File: src/rtl/sync_memory.sv
// sync_memory: word-addressed single-port RAM behind a read/write/ready handshake,
// with programmable access latency and an out-of-range error flag.
`default_nettype none

module sync_memory #(
  parameter int ADDR_WIDTH = 16,
  parameter int DATA_WIDTH = 8,
  parameter int DEPTH      = 128,
  parameter int LATENCY    = 0
) (
  input  logic                  clk,
  input  logic                  rst_n,
  input  logic                  read,
  input  logic                  write,
  input  logic [ADDR_WIDTH-1:0] address,
  input  logic [DATA_WIDTH-1:0] write_value,
  output logic [DATA_WIDTH-1:0] read_value,
  output logic                  ready,
  output logic                  error,
  output logic                  busy
);

  localparam int                  IDX_WIDTH = (DEPTH > 1) ? $clog2(DEPTH) : 1;
  // One extra bit so DEPTH == 2**ADDR_WIDTH still compares correctly.
  localparam logic [ADDR_WIDTH:0] DEPTH_EXT = (ADDR_WIDTH + 1)'(DEPTH);
  localparam logic [3:0]          WAIT_LAST = (LATENCY > 0) ? 4'(LATENCY - 1) : 4'd0;

  typedef enum logic [1:0] {
    IDLE   = 2'd0,
    WAIT   = 2'd1,
    ACCESS = 2'd2,
    DONE   = 2'd3
  } state_t;

  state_t                  state;
  state_t                  state_next;
  logic                    op_read;
  logic                    op_write;
  logic [ADDR_WIDTH-1:0]   addr_q;
  logic [DATA_WIDTH-1:0]   wdata_q;
  logic [3:0]              wait_cnt;
  logic                    in_range;
  logic [IDX_WIDTH-1:0]    idx;
  logic [DATA_WIDTH-1:0]   mem [DEPTH];

  assign in_range = ({1'b0, addr_q} < DEPTH_EXT);
  assign idx      = addr_q[IDX_WIDTH-1:0];

  always_ff @(posedge clk) begin
    if (!rst_n) begin
      state <= IDLE;
    end else begin
      state <= state_next;
    end
  end

  always_comb begin
    state_next = state;
    case (state)
      IDLE: begin
        if (read || write) begin
          if (LATENCY > 0) state_next = WAIT;
          else             state_next = ACCESS;
        end
      end
      WAIT:    if (wait_cnt == WAIT_LAST) state_next = ACCESS;
      ACCESS:  state_next = DONE;
      DONE:    state_next = IDLE;
      default: state_next = IDLE;
    endcase
  end

  always_ff @(posedge clk) begin
    if (!rst_n) begin
      op_read    <= 1'b0;
      op_write   <= 1'b0;
      addr_q     <= '0;
      wdata_q    <= '0;
      wait_cnt   <= 4'd0;
      read_value <= '0;
      ready      <= 1'b0;
      error      <= 1'b0;
      busy       <= 1'b0;
    end else begin
      ready <= 1'b0;
      error <= 1'b0;
      case (state)
        IDLE: begin
          if (read || write) begin
            // Read takes priority; a simultaneous write is dropped.
            op_read  <= read;
            op_write <= write && !read;
            addr_q   <= address;
            wdata_q  <= write_value;
            wait_cnt <= 4'd0;
            busy     <= 1'b1;
          end
        end
        WAIT: wait_cnt <= wait_cnt + 4'd1;
        ACCESS: begin
          ready <= 1'b1;
          error <= !in_range;
          busy  <= 1'b0;
          if (!in_range)    read_value <= '0;
          else if (op_read) read_value <= mem[idx];
        end
        default: ;
      endcase
    end
  end

  always_ff @(posedge clk) begin
    if (rst_n && (state == ACCESS) && op_write && in_range) begin
      mem[idx] <= wdata_q;
    end
  end

endmodule

`default_nettype wire

File: config.mk
export PLATFORM = sky130hd
export DESIGN_NAME = sync_memory
export DESIGN_NICKNAME = d
export VERILOG_FILES = /design/src/rtl/sync_memory.sv
export SDC_FILE = /design/constraint.sdc
export NUM_CORES = 1
export LEC_CHECK = 0
export CORE_MARGIN = 4
export CORE_UTILIZATION = 55
export CTS_CLUSTER_DIAMETER = 150
export DETAILED_ROUTE_END_ITERATION = 6
export PLACE_DENSITY = 0.81
export RECOVER_POWER = 25
export SLEW_MARGIN = 20
export SYNTH_ARGS = -nofsm -noshare
export SYNTH_HDL_FRONTEND = slang
export SYNTH_SLANG_ARGS = --single-unit
export TNS_END_PERCENT = 1
File: constraint.sdc
create_clock -name clk -period 2.25 [get_ports clk]
set_input_delay 0.225 -clock clk [delete_from_list [all_inputs] [get_ports clk]]
set_output_delay 0.225 -clock clk [all_outputs]
set_load 0.02 [all_outputs]
==> impl_results.md <==
- Worst-Margin Slew: around 1.7 ns
- # setup viols final: 8
- Chip height: between 200 and 300 um
- Layout cells sized above 1: ~29%
- Synth area leader: edfxtp_1
- Gate count of the mapped netlist: ~2200
- Rows: 100
- NetSw: 0.00947 W
- PortBufs: 38
- P_leak: 16.1 nW
- Clock power frac: 39.9%
- Sw Share: around 22%
- Total gr overflow: 0
- Critical Path AT: between 3 and 4 ns
- Slowest-stage cell, CP: mux4_2
- Largest net degree at the start of global routing: approximately 130
- PD cells: 846 mW/mm^2
- WL/cell: just under 30 um
- Ys flop type: edfxtp_1
- Syn_nets: roughly 2300
- Clock transition at the registers of the reported paths: around 0.06 ns
- Power, Total: 0.0423 W
- Hold WS: 0.109 ns
- Worst Path Required: about 2.8 ns
- Vias: ~24000
- CTS H-tree lvls: 3
- Final net count: approximately 2700
- Area delta synth->final: 19.8%
- Most frequent CP cell: buf_12
- Final hold viol count: 0
- TNS Setup: -2.25 ns
- First-pass GRT wire length: between 150000 and 200000 um
- CP Capture Type: register
- Final period util: 115%
- Cell variety after synth: 51
- 1st-iter DRT viols: 3422
- DR pass1 iterations: 7
- Clock Sinks: between 1000 and 1500
- CTS tree: yes
- Combinational power share: under 10%
- Filler instances: 4437
- Via-to-Cell Ratio: 6.55
- Die area: ~0.08 sq mm
- Die Wd: roughly 280 um
- CTS Root Cell: clkbuf_16
- Cts bufs inserted: ~100
- GPL Wtd Cong: 0.959
- Initial antenna violation count: 2
- Worst Slack Setup Final: -0.334 ns
- Vias in the first global route: 24600
- Largest cells by area after synthesis: edfxtp_1 (74%), mux4_2 (7.8%), mux2i_1 (4.9%)
- Seq/Total Area, Yosys: about three quarters
- RSZ-0062 raised after global routing: true
- Synth top area share: between 70% and 80%
- Post-Route WL: around 110000 um
- Skew-Pair Late Insertion Delay: 0.69 ns
- Flop and latch count out of synthesis: 1074
- FFs w/ async S/R, synth: 0%
- Register area: about 0.032 sq mm
- Yosys warning total: 0
- Boundary Pins: 39
- CP Buf/Inv Count: 4
- Status: finished, violations left
- CP delay by family, top: multiplexers
- Final HPWL DP: around 66000 um
- CP max FO: 8
- Utilization after layout: 66.8%
- Maximum clock insertion buffer count: 3
- Global-route usage over all layers: 26.5%
- Hold Crit Class: in2reg
- Initial Util: a little under three fifths
- Most frequent cells after synthesis: edfxtp_1 (1024), mux2i_1 (206), nand2_1 (155), nor2_1 (147), mux4_2 (144)
- Failing checks: design-rule violations, max-capacitance violations, max-slew violations, negative setup slack
- Sequential share of power: a little over half
- CP Class: reg2reg
- CP Cell Sequence: buf_12 -> buf_12 -> buf_12 -> buf_8 -> mux4_2 -> mux2_4 -> nand2_2 -> a41oi_2 -> a221oi_4 -> o211ai_1
- Post-synth EDFFs: ~1000
- Max-slew violation count: about 300
- Crit path launch type: register
- Most common cell in the synthesized netlist: edfxtp_1
- Min Tclk post-route: about 2.6 ns
- Hold-fix buffers, CTS: 0
- CP max stage delay: 0.50 ns
- Power Internal: 0.0328 W
- Routed Antenna Nets: 0
- Clock Skews: around 0.056 ns
- Worst slew margin: -10.7%
- Area occupied by multi-input gates: 0.00981 sq mm
- Peak supply drop: approximately 1100 uV
- Max Freq: 387 MHz
- Drt drc: 2
- Syn avg cell area: around 19 sq um
- Synth Cell Area: 0.0417 sq mm
- Core area: between 0.07 and 0.08 sq mm
- N_diodes: 0
- Max cap viols: 2
[power by group through the flow]
stage / clock network [W] / registers [W] / logic (W)
after floorplan: 0 / 0.0227 / 0.00144
final: 0.0169 / 0.0222 / 0.00319
after global routing: 0.0179 / 0.0222 / 0.00330
after global placement: 0 / 0.0226 / 0.00278
after detailed placement: 0 / 0.0226 / 0.00288
after CTS: 0.0170 / 0.0222 / 0.00308
[final cells by class]
class	instances	share of cell area, %
Inverter	5	0.0375
Clock inverter	53	0.891
Clock buffer	138	5.69
Sequential cell	1074	63.5
Timing Repair Buffer	405	7.81
Tap cell	969	2.42
Multi-Input combinational cell	1038	19.6
[path summary, 6_finish.rpt]
check,start,end,slack [ns],depth (start not counted)
setup / recovery,register,read_value[3]$_SDFFE_PN0P_,-0.33,10
hold / removal,address[15],addr_q[15]$_SDFFE_PN0P_,0.11,3
setup reg to reg,register,read_value[3]$_SDFFE_PN0P_,-0.33,10
hold reg to reg,addr_q[10]$_SDFFE_PN0P_,addr_q[10]$_SDFFE_PN0P_,0.48,2
[registers in the layout (all words and copies together) (netlist names), named ones only]
signal	flops
busy	1
op_write	1
wdata_q	8
addr_q	16
wait_cnt	4
read_value	8
error	1
state	2
mem	1024
ready	1
op_read	1
[cell families after synthesis]
| kind of cell | after synthesis | synth area share, % |
|---|---|---|
| mux | 372 | 13.8 |
| simple gates | 389 | 3.93 |
| buf+inv | 127 | 1.57 |
| fa+ha+maj | 2 | 0.0600 |
| compound gates | 274 | 4.51 |
| flops | 1074 | 76.1 |
| xor+xnor | 1 | 0.0210 |
[cells in the final DEF, fill, tap and decap left out, types with 5 or more instances in the layout]
master           count
edfxtp_1          1024
buf_4              270
mux2i_1            204
nand2_1            153
mux4_2             147
nor2_1             115
clkbuf_16          106
a22oi_1             86
a21oi_1             45
buf_6               45
dfxtp_1             43
buf_12              39
clkdlybuf4s50_1     38
nand3_1             32
nor2_2              27
clkbuf_1            26
a21boi_0            25
clkinv_1            20
a22oi_2             18
a21oi_2             15
o21ai_0             14
clkinv_2            13
nor2b_1             12
mux4_1              11
o221ai_1            10
o22ai_1              8
a221oi_1             7
o211ai_1             7
clkbuf_8             7
clkinvlp_4           7
a211oi_1             6
nor2_4               5
nand4_1              5
and2_1               5
a211oi_2             5
a31oi_1              5
inv_6                5
bufinv_16            5
[repair_timing]
item | 4_1_cts | 5_1_grt
resized for setup | 113 | 66
setup endpoints to repair | 1032 | 792
buffers inserted | 15 | 7
gates cloned | 2 | 0
hold endpoints to repair | 0 | 0
pin swaps | 12 | 11
[per-stage QoR]
| stage | cell area (sq um) | worst slack, ns | std cells |
|---|---|---|---|
| 2_1_floorplan | 41700 | -0.117 | 2239 |
| 3_3_place_gp | 45900 | -0.388 | 3469 |
| 3_5_place_dp | 45900 | -0.448 | 3469 |
| 4_1_cts | 49800 | -0.258 | 3677 |
| 5_1_grt | 50000 | -0.353 | 3682 |
| 6_report | 50000 | -0.334 | 3682 |
[layer usage]
layer | global-route usage [%] | up-vias | wire, um
li1 | - | 9812 | -
met1 | 35.0 | 12200 | 37800
met2 | 41.8 | 1771 | 51700
met3 | 6.35 | 373 | 13100
met4 | 13.1 | 2 | 5960
met5 | 0 | - | 13
[worst reg2reg max path, cell delays in order (launching register included)]
cell and delay [ns]:
dfxtp_4 0.44, buf_12 0.16, buf_12 0.14, buf_12 0.12, buf_8 0.12, mux4_2 0.50
mux2_4 0.28, nand2_2 0.08, a41oi_2 0.14, a221oi_4 0.28, o211ai_1 0.18
Power figures use the tool's default switching activity.
